### config.mk
export PLATFORM = sky130hd
export DESIGN_NAME = wb_project_mux
export DESIGN_NICKNAME = d
export VERILOG_FILES = /design/src/rtl/wb_project_mux.sv
export SDC_FILE = /design/constraint.sdc
export NUM_CORES = 1
export LEC_CHECK = 0
export BUFFER_PORTS_ARGS = -buffer_cell sky130_fd_sc_hd__buf_2
export CAP_MARGIN = 20
export CORE_AREA = 3 3 274 276
export DETAILED_ROUTE_END_ITERATION = 10
export DIE_AREA = 0 0 277 279
export GPL_ROUTABILITY_DRIVEN = 0
export HOLD_SLACK_MARGIN = 0.1
export PLACE_DENSITY = 0.41
export SKIP_LAST_GASP = 1
export SLEW_MARGIN = 20
export SYNTH_ARGS = -nofsm -noshare
export SYNTH_HDL_FRONTEND = slang
export SYNTH_SLANG_ARGS = --single-unit
### constraint.sdc
create_clock -name wb_clk_i -period 6.2 [get_ports wb_clk_i]
set_input_delay 0 -clock wb_clk_i [delete_from_list [all_inputs] [get_ports wb_clk_i]]
set_output_delay 0 -clock wb_clk_i [all_outputs]
set_load 0.02 [all_outputs]
### src/rtl/wb_project_mux.sv
`default_nettype none
// ============================================================================
//  Module   : wb_project_mux
//  Purpose  : Shares one Wishbone user slot between N_PROJ projects. A
//             register-selected project receives the bus, pads and IRQs.
//             Forwarded accesses are registered and bounded by a watchdog.
//  Revision : 1.0 - initial release
// ============================================================================
module wb_project_mux #(
    parameter int          N_PROJ   = 4,
    parameter int          IO_PADS  = 38,
    parameter logic [31:0] CFG_BASE = 32'h3000_0000,
    parameter int          TIMEOUT  = 255,
    parameter logic [31:0] ERR_DATA = 32'hDEAD_BEEF
) (
    input  logic                      wb_clk_i,
    input  logic                      wb_rst_n_i,
    input  logic                      wbs_cyc_i,
    input  logic                      wbs_stb_i,
    input  logic                      wbs_we_i,
    input  logic [3:0]                wbs_sel_i,
    input  logic [31:0]               wbs_adr_i,
    input  logic [31:0]               wbs_dat_i,
    output logic                      wbs_ack_o,
    output logic [31:0]               wbs_dat_o,
    output logic [N_PROJ-1:0]         proj_cyc_o,
    output logic [N_PROJ-1:0]         proj_stb_o,
    output logic                      proj_we_o,
    output logic [3:0]                proj_sel_o,
    output logic [31:0]               proj_adr_o,
    output logic [31:0]               proj_dat_o,
    input  logic [N_PROJ-1:0]         proj_ack_i,
    input  logic [N_PROJ*32-1:0]      proj_dat_i,
    input  logic [N_PROJ*IO_PADS-1:0] proj_io_out_i,
    input  logic [N_PROJ*IO_PADS-1:0] proj_io_oeb_i,
    input  logic [N_PROJ*3-1:0]       proj_irq_i,
    output logic [N_PROJ-1:0]         proj_active_o,
    output logic [IO_PADS-1:0]        io_out,
    output logic [IO_PADS-1:0]        io_oeb,
    output logic [2:0]                irq
);

    localparam int              WAIT_W       = $clog2(TIMEOUT + 1);
    localparam logic [WAIT_W-1:0] C_WAIT_LAST = WAIT_W'(TIMEOUT - 1);
    localparam logic [8:0]      C_NPROJ      = 9'(N_PROJ);

    typedef enum logic [2:0] {
        ST_IDLE  = 3'd0,
        ST_LOCAL = 3'd1,
        ST_FWD   = 3'd2,
        ST_RESP  = 3'd3,
        ST_ERR   = 3'd4
    } state_t;

    state_t              state_q, state_d;
    logic [7:0]          sel_idx_q, sel_idx_d;
    logic                sel_en_q, sel_en_d;
    logic                to_flag_q, to_flag_d;
    logic [7:0]          to_cnt_q, to_cnt_d;
    logic [WAIT_W-1:0]   wait_q, wait_d;
    logic                ack_q, ack_d;
    logic [31:0]         dat_q, dat_d;

    logic                sel_valid;
    logic [N_PROJ-1:0]   sel_onehot;
    logic                sel_ack;
    logic [31:0]         sel_rdata;
    logic                req;
    logic                in_window;
    logic [31:0]         sel_rd;
    logic [31:0]         status_rd;

    // Bits of the master bus that carry no meaning for this block
    logic unused_ok;
    assign unused_ok = &{1'b0, wbs_sel_i, wbs_adr_i[1:0], wbs_dat_i[30:8]};

    // Broadcast copies of the master request to every project
    assign proj_we_o  = wbs_we_i;
    assign proj_sel_o = wbs_sel_i;
    assign proj_adr_o = wbs_adr_i;
    assign proj_dat_o = wbs_dat_i;

    assign req       = wbs_cyc_i && wbs_stb_i;
    assign in_window = (wbs_adr_i[31:3] == CFG_BASE[31:3]);
    assign sel_rd    = {sel_en_q, 23'd0, sel_idx_q};
    assign status_rd = {16'd0, to_cnt_q, 7'd0, to_flag_q};
    assign sel_valid = sel_en_q && ({1'b0, sel_idx_q} < C_NPROJ);

    // Decode the selected project and pick its pad, IRQ, ack and data slices
    always_comb begin
        sel_onehot = '0;
        io_out     = '0;
        io_oeb     = '1;
        irq        = '0;
        sel_ack    = 1'b0;
        sel_rdata  = '0;
        for (int p = 0; p < N_PROJ; p++) begin
            if (sel_valid && (sel_idx_q == 8'(p))) begin
                sel_onehot[p] = 1'b1;
                io_out        = proj_io_out_i[p*IO_PADS +: IO_PADS];
                io_oeb        = proj_io_oeb_i[p*IO_PADS +: IO_PADS];
                irq           = proj_irq_i[p*3 +: 3];
                sel_ack       = proj_ack_i[p];
                sel_rdata     = proj_dat_i[p*32 +: 32];
            end
        end
    end

    assign proj_active_o = sel_onehot;
    // Strobe follows the registered FWD state, so it drops the cycle FWD is left
    assign proj_cyc_o    = (state_q == ST_FWD) ? sel_onehot : '0;
    assign proj_stb_o    = (state_q == ST_FWD) ? sel_onehot : '0;
    assign wbs_ack_o     = ack_q;
    assign wbs_dat_o     = dat_q;

    // Next-state, register-file and response computation
    always_comb begin
        state_d   = state_q;
        sel_idx_d = sel_idx_q;
        sel_en_d  = sel_en_q;
        to_flag_d = to_flag_q;
        to_cnt_d  = to_cnt_q;
        wait_d    = wait_q;
        ack_d     = 1'b0;
        dat_d     = '0;
        case (state_q)
            ST_IDLE: begin
                if (req) begin
                    if (in_window) begin
                        // Local access completes on this edge; LOCAL is the ack cycle
                        state_d = ST_LOCAL;
                        ack_d   = 1'b1;
                        if (wbs_we_i) begin
                            if (!wbs_adr_i[2]) begin
                                sel_idx_d = wbs_dat_i[7:0];
                                sel_en_d  = wbs_dat_i[31];
                            end else if (wbs_dat_i[0]) begin
                                to_flag_d = 1'b0;
                                to_cnt_d  = '0;
                            end
                        end else begin
                            dat_d = wbs_adr_i[2] ? status_rd : sel_rd;
                        end
                    end else if (sel_valid) begin
                        state_d = ST_FWD;
                        wait_d  = '0;
                    end else begin
                        state_d = ST_ERR;
                        ack_d   = 1'b1;
                        dat_d   = wbs_we_i ? 32'd0 : ERR_DATA;
                    end
                end
            end
            ST_FWD: begin
                if (!wbs_cyc_i) begin
                    state_d = ST_IDLE;
                end else if (sel_ack) begin
                    state_d = ST_RESP;
                    ack_d   = 1'b1;
                    dat_d   = sel_rdata;
                end else if (wait_q == C_WAIT_LAST) begin
                    // This is the TIMEOUT-th strobe cycle without an ack
                    state_d   = ST_ERR;
                    ack_d     = 1'b1;
                    dat_d     = wbs_we_i ? 32'd0 : ERR_DATA;
                    to_flag_d = 1'b1;
                    to_cnt_d  = (to_cnt_q == 8'hFF) ? to_cnt_q : to_cnt_q + 8'd1;
                end else begin
                    wait_d = wait_q + WAIT_W'(1);
                end
            end
            ST_LOCAL, ST_RESP, ST_ERR: begin
                state_d = ST_IDLE;
            end
            default: begin
                state_d = ST_IDLE;
            end
        endcase
    end

    // State and register storage with asynchronous active-low reset
    always_ff @(posedge wb_clk_i or negedge wb_rst_n_i) begin
        if (!wb_rst_n_i) begin
            state_q   <= ST_IDLE;
            sel_idx_q <= '0;
            sel_en_q  <= 1'b0;
            to_flag_q <= 1'b0;
            to_cnt_q  <= '0;
            wait_q    <= '0;
            ack_q     <= 1'b0;
            dat_q     <= '0;
        end else begin
            state_q   <= state_d;
            sel_idx_q <= sel_idx_d;
            sel_en_q  <= sel_en_d;
            to_flag_q <= to_flag_d;
            to_cnt_q  <= to_cnt_d;
            wait_q    <= wait_d;
            ack_q     <= ack_d;
            dat_q     <= dat_d;
        end
    end

endmodule
`default_nettype wire

Word level (Yosys, flattened, before mapping)
Index checks and enable logic that the tools add are counted.
{ "word_totals": {"inputBits": 521, "ff_bits": 62, "wordCells": 121, "out_inout_bits": 193} }
{ "op_classes": {"bitwise": 1, "eq_ne": 20, "mux": 75, "reduce_logical": 14, "n_lt_le_gt_ge": 1, "addsub": 2} }
{ "op_table": {"columns": ["cell", "n"], "rows": [
  ["32-bit 2-to-1 mux", 13],
  ["38-bit 2-to-1 mux", 8],
  ["8-bit 2-to-1 mux", 15],
  ["32-bit case mux with 2 select lines", 1],
  ["8-bit case mux with 2 select lines", 2],
  ["3-bit 2-to-1 mux", 10],
  ["29-bit by 27-bit equality test with 1-bit output, second input constant", 1],
  ["1-bit 2-to-1 mux", 22],
  ["2-bit inequality test, second input constant", 11],
  ["8-bit by 1-bit adder with 8-bit output, second input constant", 2],
  ["8-bit by 2-bit equality test with 1-bit output, second input constant", 2],
  ["8-bit equality test, second input constant", 2],
  ["10-bit AND reduction", 1],
  ["9-bit AND reduction", 1],
  ["8-bit by 1-bit equality test with 1-bit output, second input constant", 1],
  ["8-bit logical NOT", 1],
  ["8-bit by 3-bit less-than comparator with 1-bit output, second input constant", 1],
  ["7-bit AND reduction", 1],
  ["1-bit logical AND", 6],
  ["3-bit case mux with 2 select lines", 1],
  ["5-bit AND reduction", 1],
  ["4-bit 2-to-1 mux", 1],
  ["4-bit by 3-bit inequality test with 1-bit output, second input constant", 1],
  ["1-bit case mux with 2 select lines", 2],
  ["6 further kinds", 6]
]} }

Logic depth before layout (Yosys ltp)
Gate-level depths: netlist of the first run.
{ "logic_depth": {"ltp_word": 10, "depth_mapped": 8, "depth_no_buf": 7} }

Least setup slack after synthesis of the first run
OpenSTA, ideal clock, no wires.
{ "synth_timing": {"path_type": "register to output", "from": "register sel_idx_q[5]", "to": "output proj_stb_o[2]", "path_buffers": 3, "t_arrival_ps": 2595, "setup_slack_ps": 3605, "required_ps": 6200, "stages_incl_launch_ff": 8, "path_cell_list": "dfrtp_1 > nor4b_2 > and2_1 > clkbuf_1 > buf_1 > nand2_1 > nor3_1 > buf_4"} }
{ "synth_between": {"elab_chain_len": 5, "elab_cells_between_ends": 6, "cone_classes": "order compare: 1; eq/ne: 1; mux: 2; reduce/logical: 2"} }
{ "synth_lines": {"columns": ["item", "line", "source"], "rows": [
  ["start, declared", "56", "logic [7:0] sel_idx_q, sel_idx_d;"],
  ["start signal, assigned", "194", "sel_idx_q <= sel_idx_d;"],
  ["8-bit by 3-bit less-than comparator with 1-bit output", "87", "assign sel_valid = sel_en_q && ({1'b0, sel_idx_q} < C_NPROJ);"],
  ["1-bit logical AND", "87", null],
  ["1-bit logical AND *", "98", "if (sel_valid && (sel_idx_q == 8'(p))) begin"],
  ["1-bit 2-to-1 mux *", "98", null],
  ["4-bit 2-to-1 mux *", null, null],
  ["end, declared", "27", "output logic [N_PROJ-1:0] proj_stb_o,"]
]} }
Every way passes the cells marked *; elsewhere a longest branch is shown, timed or not.

Worst setup path in the final report of the first run
{ "layout_timing": {"from": "register sel_idx_q[5]", "to": "register dat_q[29] (netlist: wbs_dat_o[29])"} }
{ "layout_between": {"elab_chain_len": 10, "elab_cells_between_ends": 24, "cone_classes": "order compare: 1; eq/ne: 3; mux: 14; reduce/logical: 6"} }
{ "layout_lines": {"columns": ["item", "line", "source"], "rows": [
  ["8-bit by 3-bit less-than comparator with 1-bit output", "87", null],
  ["1-bit logical AND", "87", null],
  ["1-bit logical AND", "98", null],
  ["32-bit 2-to-1 mux or 1-bit 2-to-1 mux (tied branches) (4 in a row)", "98", null],
  ["32-bit 2-to-1 mux", "157", "end else if (sel_ack) begin"],
  ["32-bit 2-to-1 mux", "155", "if (!wbs_cyc_i) begin"],
  ["32-bit case mux with 2 select lines *", "126", "case (state_q)"],
  ["via dat_d[29]", "62", "logic [31:0] dat_q, dat_d;"],
  ["end signal, assigned", "200", "dat_q <= dat_d;"],
  ["end, declared", "62", null]
]} }
Mark *: on every way through the listed nets, which the timed path passes. The rest lies on a longest branch.
A chain may end at the register's enable or synchronous reset.

==> results of run 1 <==
where the power goes:
part,internal (mW),switching [mW]
clock,0.316,0.214
combinational,0.207,0.171
sequential,0.412,0.00527
total,0.935,0.390
critical path, stage by stage, from the launching register on:
cell           delay, ns
dfrtp_1             0.42
nor4b_4             0.27
buf_4               0.47
and2_2              0.45
nand3_1             0.68
a2111oi_0           0.73
dlygate4sd3_1       0.66
area by class of cell:
cell class | instances | area [sq um]
well taps | 959 | 1200
flip-flops and latches | 62 | 1559
fillers | 8296 | 61110
inverters | 6 | 22.52
multi-input cells | 438 | 4538
diodes | 7 | 17.52
repair buffers | 738 | 4081
clock buffers | 9 | 225.2
clock inverters | 7 | 77.57
layout by cell type, fill, tap and decap left out, drive strengths merged, types with 12 or more instances in the layout:
cell	instances
buf	667
mux4	105
dlygate4sd3	71
dfrtp	62
and3	45
nand2b	42
a21oi	28
nand2	27
nor2	26
nand4	13
or4	12
o31ai	12
logic make-up (layout without fill, tap and decap cells):
group           count (synthesis)  in the layout
compound gates                103            103
buf+inv                       134            760
mux                           120            120
flops                          62             62
simple gates                  212            212
other cells                     0              7
fa+ha+maj                       3              3
routing by layer:
metal  GRT usage (%)  vias up  routed length, um  part of all wire, %
li1                -     3701                  -                    -
met1           14.96     4271              19730                   40
met2           19.85      533              23690                   48
met3           4.289       47               4927                   10
met4           2.802        4                955                  1.9
met5               0        -                 27                0.055
path summary, 6_finish.rpt:
kind / depth (start not counted) / slack [ns] / to
worst max-delay path: 6 / 2.42 / wbs_dat_o[29]$_DFF_PN0_
worst min-delay path: 3 / 0.12 / wbs_dat_o[16]$_DFF_PN0_
worst max register to register: 6 / 2.42 / wbs_dat_o[29]$_DFF_PN0_
worst min register to register: 1 / 0.53 / to_flag_q$_DFFE_PN0P_
max in group asynchronous: 2 / 5.19 / sel_idx_q[1]$_DFFE_PN0P_
min in group asynchronous: 2 / 0.35 / wbs_dat_o[18]$_DFF_PN0_
per-stage QoR:
step                      area, sq um  power (mW)  utilization (%)  cells  hold slack (ns)
after floorplan                  6868      0.5682                -    634          -0.2956
after global placement          10690      0.7533            14.67   2132        0.0001367
after detailed placement        10690      0.7550            14.67   2132        0.0001367
after CTS                       11700       1.343            16.06   2219           0.1058
after global routing            11720       1.385            16.09   2225           0.1176
final                           11720       1.325            16.09   2226           0.1189
sequential cells by signal, summed over array words and instances, names as in the netlist:
signal     count
sel_en_q       1
to_flag_q      1
wbs_dat_o     32
wbs_ack_o      1
wait_q         8
sel_idx_q      8
state_q        3
to_cnt_q       8
==> results.md, run 1 <==
- Worst-Margin Slew: 1.029 ns
- Synth cell types: 55
- Flops & latches, synth: 62
- Fmax: 0.2647 GHz
- Top cells by area, synth: mux4_2, dfrtp_1, buf_4
- DP Worst Slack: 2.497 ns
- Total wire length: 49.33 mm
- Ratio of cells with drive above 1 in the final layout: 64.44%
- Asr flop ratio synth: 100.0%
- Number of synthesized flops with an enable pin: 0
- Vias: 8,556
- Multiplexer area fraction after synthesis: 36.82%
- Clock Skew: 0.01068 ns
- Peak supply drop: 0.08743 mV
- Syn Area/Cell: 10.83 sq um
- Worst-path maximum fanout: 46
- Max Slew Vio Count: 0
- Outcome: complete, no violations
- Synthesized cell area: 0.006868 sq mm
- Fin Setup TNS: 0 ns
- DP HPWL: 42.19 mm
- Clock buffer count from CTS: 9
- Post-synth top area share: 34.43%
- Power Density: 113.0 mW/mm^2
- Largest net degree at the start of global routing: 63
- Largest family of logic cells by synthesized area: multiplexers
- # H-tree levels: 3
- Core Box Area: 0.07283 sq mm
- Worst Hold Launch: proj_dat_i[112]
- Worst R2R Start: sel_idx_q[5]$_DFFE_PN0P_
- Critical Path End Type: flip-flop
- Initial antenna violation count: 21
- Simple-Gate Fraction of Synth Area: 17.94%
- Starting Density: 9.429%
- Critical Path RT: 6.48 ns
- First-pass GRT wire length: 66.83 mm
- Nets@finish: 1,779
- Final Setup Violations: 0
- Hold Path Class: in2reg
- Post-Syn Instances: 634
- IO Pins: 714
- Post-Synth Adder-Cell Area: 0.5465%
- Via density: 3.844
- XOR/XNOR Fraction of Synth Area: 0%
- Complex-gate fraction of the synthesized area: 10.31%
- Max-cap viol count: 0
- TritonCTS clock tree: done
- Number of setup buffers added after CTS: 0
- Clock-pin transition on the worst setup and hold timing paths: 0.06 ns
- Clk root buf: clkbuf_16
- Leak: 5.392 nW
- Critical Path AT: 4.06 ns
- Global route overflow: 0
- Top_reg_cell synth: dfrtp_1
- IO buf count: 655
- Skew-Pair Late Insertion Delay: 0.35 ns
- Yosys top cell by area: mux4_2
- Max Root-Sink Buffers: 2
- Seq/Total Area, Yosys: 22.59%
- Die area: 0.07728 sq mm
- Post-CTS Resized: 0
- Drc violations: 0
- Final critical-path required period: 3.778 ns
- Wirelength per Cell: 22.16 um
- Worst Setup Slack, final: 2.422 ns
- Vias in the first global route: 8,951
- ANT nets after route: 0
- Chip width: 277 um
- Synth cell count leaders: mux4_2, buf_4, dfrtp_1
- CTS Hold Bufs: 71
- Final period util: 60.93%
- CP startpoint: sel_idx_q[5]$_DFFE_PN0P_
- Sink Count: 62
- Rel. slew slack: 31.15%
- WS Path Type: reg2reg
- Initial drt markers: 529
- Yosys synthesis warning count: 0
- Final Hold Fails: 0
- Most frequent cell after synthesis: mux4_2
- Rows: 99
- P&R area growth vs syn: 70.67%
- RSZ-0062 raised after global routing: false
- Die span in y: 279 um
- Syn_nets: 1,158
- GR Util All Layers: 12.01%
- CP startpoint kind: flip-flop
- DR pass1 iterations: 6
No activity file was read; power rests on OpenSTA's default activity.
==> inputs of run 2 (changes only) <==
--- a/config.mk
+++ b/config.mk
@@ -7,12 +7,12 @@
 export LEC_CHECK = 0
 export BUFFER_PORTS_ARGS = -buffer_cell sky130_fd_sc_hd__buf_2
 export CAP_MARGIN = 20
-export CORE_AREA = 3 3 274 276
+export CORE_AREA = 3 3 273 275
 export DETAILED_ROUTE_END_ITERATION = 10
-export DIE_AREA = 0 0 277 279
+export DIE_AREA = 0 0 276 278
 export GPL_ROUTABILITY_DRIVEN = 0
 export HOLD_SLACK_MARGIN = 0.1
-export PLACE_DENSITY = 0.41
+export PLACE_DENSITY = 0.42
 export SKIP_LAST_GASP = 1
 export SLEW_MARGIN = 20
 export SYNTH_ARGS = -nofsm -noshare
==> constraint.sdc (replaced) <==
create_clock -name wb_clk_i -period 3.22 [get_ports wb_clk_i]
set_input_delay 0 -clock wb_clk_i [delete_from_list [all_inputs] [get_ports wb_clk_i]]
set_output_delay 0 -clock wb_clk_i [all_outputs]
set_load 0.02 [all_outputs]
==> run 2 against run 1 <==
Sequential power grew 93%. Worst hold slack gained 0.028 ns. Combinational power grew 96%. Global-route usage grew 0.66 points. Sequential cell count is the same. Fmax grew 23%. Clock power grew 82%. Highest routed layer unchanged.
==> results.md, run 2 (synthesized netlist as in run 1, its figures left out) <==
- Rows: 99 (unchanged)
- Final Setup Violations: 0 (unchanged)
- Fmax: 0.3254 GHz (+23%)
- Die area: 0.07673 sq mm (-0.72%)
- Met3 Usage GRT: 6.040% (+1.8 points)
- Hold WS: 0.1473 ns (+0.02832 ns)
- P&R area growth vs syn: 72.36%
- Initial drt markers: 553 (+4.5%)
- Critical Path End Type: flip-flop
- Met2 usage: 19.62% (-0.23 points)
- Fin Setup TNS: 0 ns (unchanged)
- Via density: 3.873 (+0.75%)
- Commonest non-fill, non-tap cell in the layout: buf_2
- Vias: 8,690 (+1.6%)
- Max Root-Sink Buffers: 2 (unchanged)
- Ratio of cells with drive above 1 in the final layout: 64.39% (about the same)
- Post-CTS Resized: 0 (unchanged)
- RSZ-0062 raised after global routing: false
- Max-cap viol count: 0 (unchanged)
- Peak supply drop: 0.1656 mV (+89%)
- Max Slew Vio Count: 0 (unchanged)
- TritonCTS clock tree: done
- Core Box Area: 0.07259 sq mm (-0.34%)
- Outcome: complete, no violations
- Worst-path maximum fanout: 126 (+170%)
- IO Pins: 714 (unchanged)
- DP HPWL: 43.50 mm (+3.1%)
- GR Util All Layers: 12.67% (+0.66 points)
- Register area: 0.001559 sq mm (unchanged)
- Skew-Pair Late Insertion Delay: 0.35 ns (about the same)
- Met1 usage: 15.69% (+0.73 points)
- Clk root buf: clkbuf_16
- Power Density: 211.7 mW/mm^2 (+87%)
- Commonest cells after routing, fill and taps aside: buf_2, mux4_2, dlygate4sd3_1
- Final critical-path required period: 3.073 ns (-0.7042 ns)
- Fin area: 0.01184 sq mm (+0.99%)
- Global route overflow: 0 (unchanged)
- Clock Skew: 0.008921 ns (-0.001763 ns)
- Number of setup buffers added after CTS: 0 (unchanged)
- Clock-pin transition on the worst setup and hold timing paths: 0.06 ns (about the same)
- IO buf count: 655 (unchanged)
- Final period util: 95.45% (+35 points)
- CTS Hold Bufs: 74 (+4.2%)
- First-pass GRT wire length: 69.08 mm (+3.4%)
- Max FFs per register: 32 (unchanged)
- Wirelength per Cell: 22.90 um (+3.4%)
- Critical Path AT: 3.36 ns (-0.70 ns)
- Fill cells: 8,267 (-0.35%)
- Chip width: 276 um (-0.36%)
- Drc violations: 0 (unchanged)
- Final Hold Fails: 0 (unchanged)
- CP startpoint kind: flip-flop
- Final Power: 2.506 mW (+89%)
- ANT nets after route: 0 (unchanged)
- Vias in the first global route: 9,125 (+1.9%)
- Sink Count: 62 (unchanged)
- DR pass1 iterations: 5 (-1)
- Dpl cell area: 0.01077 sq mm (+0.80%)
- Rel. slew slack: 7.067% (-24 points)
- Largest net degree at the start of global routing: 138 (+120%)
- Critical Path RT: 3.51 ns (-2.97 ns)
- Multi-input gate area: 0.004534 sq mm (about the same)
- Starting Density: 9.462% (+0.032 points)
- WS Path Type: reg2reg
- Initial antenna violation count: 38 (+81%)
- # H-tree levels: 3 (unchanged)
- Most Crowded Layer GR: met2
- Worst-Margin Slew: 1.394 ns (+0.3650 ns)
- Total wire length: 51.40 mm (+4.2%)
- Hold Path Class: in2reg
- Leak: 5.440 nW (+0.89%)
- Die span in y: 278 um (-0.36%)
- Nets@finish: 1,791 (+0.67%)
- Clock buffer count from CTS: 9 (unchanged)
-- run 2: cell count changes in the layout (fill, tap and decap cells not counted) --
cell,previous run,this run
dlygate4sd3_1,71,74
buf_4,13,19
bufinv_16,1,0
buf_2,654,655
clkinv_2,1,0
inv_6,4,1
a21oi_2,1,0
clkbuf_8,0,2
buf_12,0,2
clkinvlp_4,1,3
a21oi_1,27,28
clkbuf_1,0,1
diode_2,7,13
-- run 2: stage by stage --
step                      worst slack (ns)  cells  utilization [%]
final                               0.1466   2244            16.31
after global routing               0.04944   2237            16.28
after CTS                           0.2164   2230            16.26
after detailed placement            0.5947   2140            14.84
after global placement              0.6062   2140            14.84
after floorplan                     0.6248    634                -
-- run 2: worst paths after layout --
kind                                           from                        to  slack [ns]  depth (start not counted)
max in group asynchronous                wb_rst_n_i  sel_idx_q[0]$_DFFE_PN0P_        2.19                          2
setup / recovery           sel_idx_q[0]$_DFFE_PN0P_   wbs_dat_o[17]$_DFF_PN0_        0.15                          5
setup reg to reg           sel_idx_q[0]$_DFFE_PN0P_   wbs_dat_o[17]$_DFF_PN0_        0.15                          5
hold reg to reg                sel_en_q$_DFFE_PN0P_   wbs_dat_o[31]$_DFF_PN0_        0.54                          1
min in group asynchronous                wb_rst_n_i   wbs_dat_o[27]$_DFF_PN0_        0.38                          2
hold / removal                            wbs_cyc_i    state_q[1]$_DFFE_PN0P_        0.15                          3
-- run 2: final cells by class --
cell class	count	area share, %
Inverter	6	0.1903
Clock buffer	12	2.167
Timing Repair Buffer	750	35.49
Sequential cell	62	13.17
Clock inverter	4	0.2642
Tap cell	959	10.14
Multi-Input combinational cell	438	38.30
Antenna cell	13	0.2748
-- run 2: worst max-delay path: stages (launching register included) --
cell           delay (ns)
dfrtp_4              0.43
buf_12               0.43
o221ai_1             0.28
dlygate4sd3_1        0.64
a21oi_1              0.12
dlygate4sd3_1        0.56
-- run 2: layer usage --
layer | wire, um | up-vias
met5 | 70 | -
met4 | 1421 | 12
met3 | 6189 | 78
met2 | 23130 | 632
met1 | 20590 | 4242
li1 | - | 3726
-- run 2: report_power, final --
| group | switching, mW | total [mW] | internal (mW) | leakage [nW] |
|---|---|---|---|---|
| combinational | 0.336 | 0.738 | 0.403 | 4.46 |
| clock | 0.398 | 0.964 | 0.566 | 0.132 |
| sequential | 0.00974 | 0.804 | 0.794 | 0.847 |
==> inputs of run 3 (changes only) <==
==> constraint.sdc (replaced) <==
create_clock -name wb_clk_i -period 3.22 [get_ports wb_clk_i]
set_input_delay 0 -clock wb_clk_i [delete_from_list [all_inputs] [get_ports wb_clk_i]]
set_output_delay 0 -clock wb_clk_i [all_outputs]
set_load 0.05 [all_outputs]
==> run 3 against run 2 <==
Critical path depth grew 1. Largest power group unchanged. Die area unchanged. Cell area grew 0.94%. Largest cell class unchanged. Highest routed layer unchanged. Critical path type unchanged.
==> results.md, run 3 (synthesized netlist as in run 1, its figures left out) <==
- Clock-pin transition on the worst setup and hold timing paths: 0.06 ns (about the same)
- Critical Path RT: 3.50 ns (about the same)
- Worst reg-to-reg path cell count: 6 (+1)
- Max Slew Vio Count: 0 (unchanged)
- Clk root buf: clkbuf_16
- Leak: 5.474 nW (+0.63%)
- Dpl cell area: 0.01087 sq mm (+0.88%)
- Hold Path Class: in2reg
- Met2 usage: 19.71% (+0.090 points)
- Outcome: complete, no violations
- Power Density: 230.3 mW/mm^2 (+8.8%)
- Worst-path maximum fanout: 73 (-42%)
- Worst R2R Start: sel_idx_q[0]$_DFFE_PN0P_
- IO buf count: 655 (unchanged)
- Utilization after layout: 16.46% (+0.15 points)
- Commonest non-fill, non-tap cell in the layout: buf_2
- DP HPWL: 43.21 mm (-0.68%)
- Via density: 3.891 (+0.47%)
- Critical Path AT: 3.23 ns (-0.13 ns)
- Hold Path Stages: 3 (unchanged)
- Worst Hold Launch: proj_dat_i[54]
- Seq pwr share: 29.2% (-2.9 points)
- DR pass1 iterations: 5 (unchanged)
- TritonCTS clock tree: done
- Final period util: 91.42% (-4.0 points)
- ANT nets after route: 0 (unchanged)
- Wirelength per Cell: 22.66 um (-1.1%)
- Ratio of cells with drive above 1 in the final layout: 64.59% (+0.21 points)
- Final critical-path required period: 2.944 ns (-0.1296 ns)
- Clock Skew: 0.007578 ns (-0.001343 ns)
- Max Root-Sink Buffers: 2 (unchanged)
- Fin area: 0.01195 sq mm (+0.94%)
- Initial drt markers: 527 (-4.7%)
- Net Sw Power: 0.8712 mW (+17%)
- Clock buffer count from CTS: 9 (unchanged)
- Total wire length: 50.89 mm (-0.99%)
- Pint: 1.880 mW (+6.7%)
- Die span in y: 278 um (unchanged)
- Initial antenna violation count: 31 (-18%)
- Flop2flop setup slack: 0.28 ns (+0.13 ns)
- Skew-Pair Late Insertion Delay: 0.35 ns (about the same)
- Most Crowded Layer GR: met2
- Nets@finish: 1,790 (-0.056%)
- Number of setup buffers added after CTS: 0 (unchanged)
- Fin Setup TNS: 0 ns (unchanged)
- RSZ-0062 raised after global routing: false
- WS Path Type: reg2reg
- Combinational power share: 31.4% (+1.9 points)
- Finished Layout Cells: 2,246 (+0.089%)
- Vias: 8,739 (+0.56%)
- Rel. slew slack: 30.36% (+23 points)
- DP Worst Slack: 0.6101 ns (+0.01542 ns)
- Max FFs per register: 32 (unchanged)
- DP Cell Count: 2,143 (+0.14%)
- Chip width: 276 um (unchanged)
- Global route overflow: 0 (unchanged)
- Met3 Usage GRT: 5.872% (-0.17 points)
- Hold WS: 0.08862 ns (-0.05865 ns)
- First-pass GRT wire length: 68.46 mm (-0.89%)
- # H-tree levels: 3 (unchanged)
- Commonest cells after routing, fill and taps aside: buf_2, mux4_2, dlygate4sd3_1
- Worst Setup Slack, final: 0.2762 ns (+0.1296 ns)
- Final Setup Violations: 0 (unchanged)
- GR Util All Layers: 12.49% (-0.18 points)
- Sink Count: 62 (unchanged)
- Die area: 0.07673 sq mm (unchanged)
- Clock network power share: 39.4% (+0.9 points)
- Fmax: 0.3397 GHz (+4.4%)
- Core Box Area: 0.07259 sq mm (unchanged)
- Final Power: 2.751 mW (+9.8%)
- Final Hold Fails: 0 (unchanged)
- Met1 usage: 15.32% (-0.37 points)
- Vias in the first global route: 8,984 (-1.5%)
- CP startpoint kind: flip-flop
- Switching Share: 31.67% (+2.0 points)
- Largest net degree at the start of global routing: 138 (unchanged)
- Worst-Margin Slew: 1.045 ns (-0.3495 ns)
- Rows: 99 (unchanged)
- Starting Density: 9.462% (unchanged)
- Critical Path End Type: flip-flop
- Peak supply drop: 0.2354 mV (+42%)
- Drc violations: 0 (unchanged)
- Worst Hold Path EP: wbs_dat_o[22]$_DFF_PN0_
- CP startpoint: sel_idx_q[0]$_DFFE_PN0P_
- Max-cap viol count: 0 (unchanged)
- R2R Path End: wbs_dat_o[17]$_DFF_PN0_
- P&R area growth vs syn: 73.98%
- IO Pins: 714 (unchanged)
-- run 3: repair_timing --
action                                  4_1_cts  5_1_grt
hold buffers                                 71        0
endpoints found under the setup margin        0        1
resized for setup                             0        1
endpoints found under the hold margin       117        0
-- run 3: how the worst max path moves through the flow --
stage,end,cells past startpoint
after floorplan,proj_stb_o[2],7
after detailed placement,wbs_dat_o[27]$_DFF_PN0_,5
after CTS,wbs_dat_o[17]$_DFF_PN0_,6
after global routing,wbs_dat_o[17]$_DFF_PN0_,6
after global placement,to_cnt_q[0]$_DFFE_PN0P_,5
final,wbs_dat_o[17]$_DFF_PN0_,6
-- run 3: area by class of cell --
class                           count  area [sq um]
Tap cell                          959          1200
Sequential cell                    62          1559
Clock buffer                       10         229.0
Inverter                            6         22.52
Multi-Input combinational cell    438          4534
Timing Repair Buffer              749          4269
Clock inverter                      6         95.09
Antenna cell                       16         40.04
Fill cell                        8261         60640
-- run 3: power groups by stage --
stage | sequential [mW] | combinational (mW) | clock [mW]
2_1_floorplan | 0.857 | 0.371 | 0
3_3_place_gp | 0.817 | 0.724 | 0
4_1_cts | 0.803 | 0.873 | 1.12
5_1_grt | 0.804 | 0.916 | 1.15
6_report | 0.802 | 0.865 | 1.08
3_5_place_dp | 0.817 | 0.727 | 0
-- run 3: layer usage --
layer	wire length [um]	share of wire [%]
met1	20140	40
met4	1249	2.5
met2	23190	46
met5	102	0.20
met3	6208	12
-- run 3: critical path, cell delays in order (launching register included) --
cell	delay [ns]
dfrtp_4	0.43
buf_12	0.31
buf_16	0.44
o221ai_1	0.22
dlygate4sd3_1	0.59
a21oi_1	0.11
dlygate4sd3_1	0.55
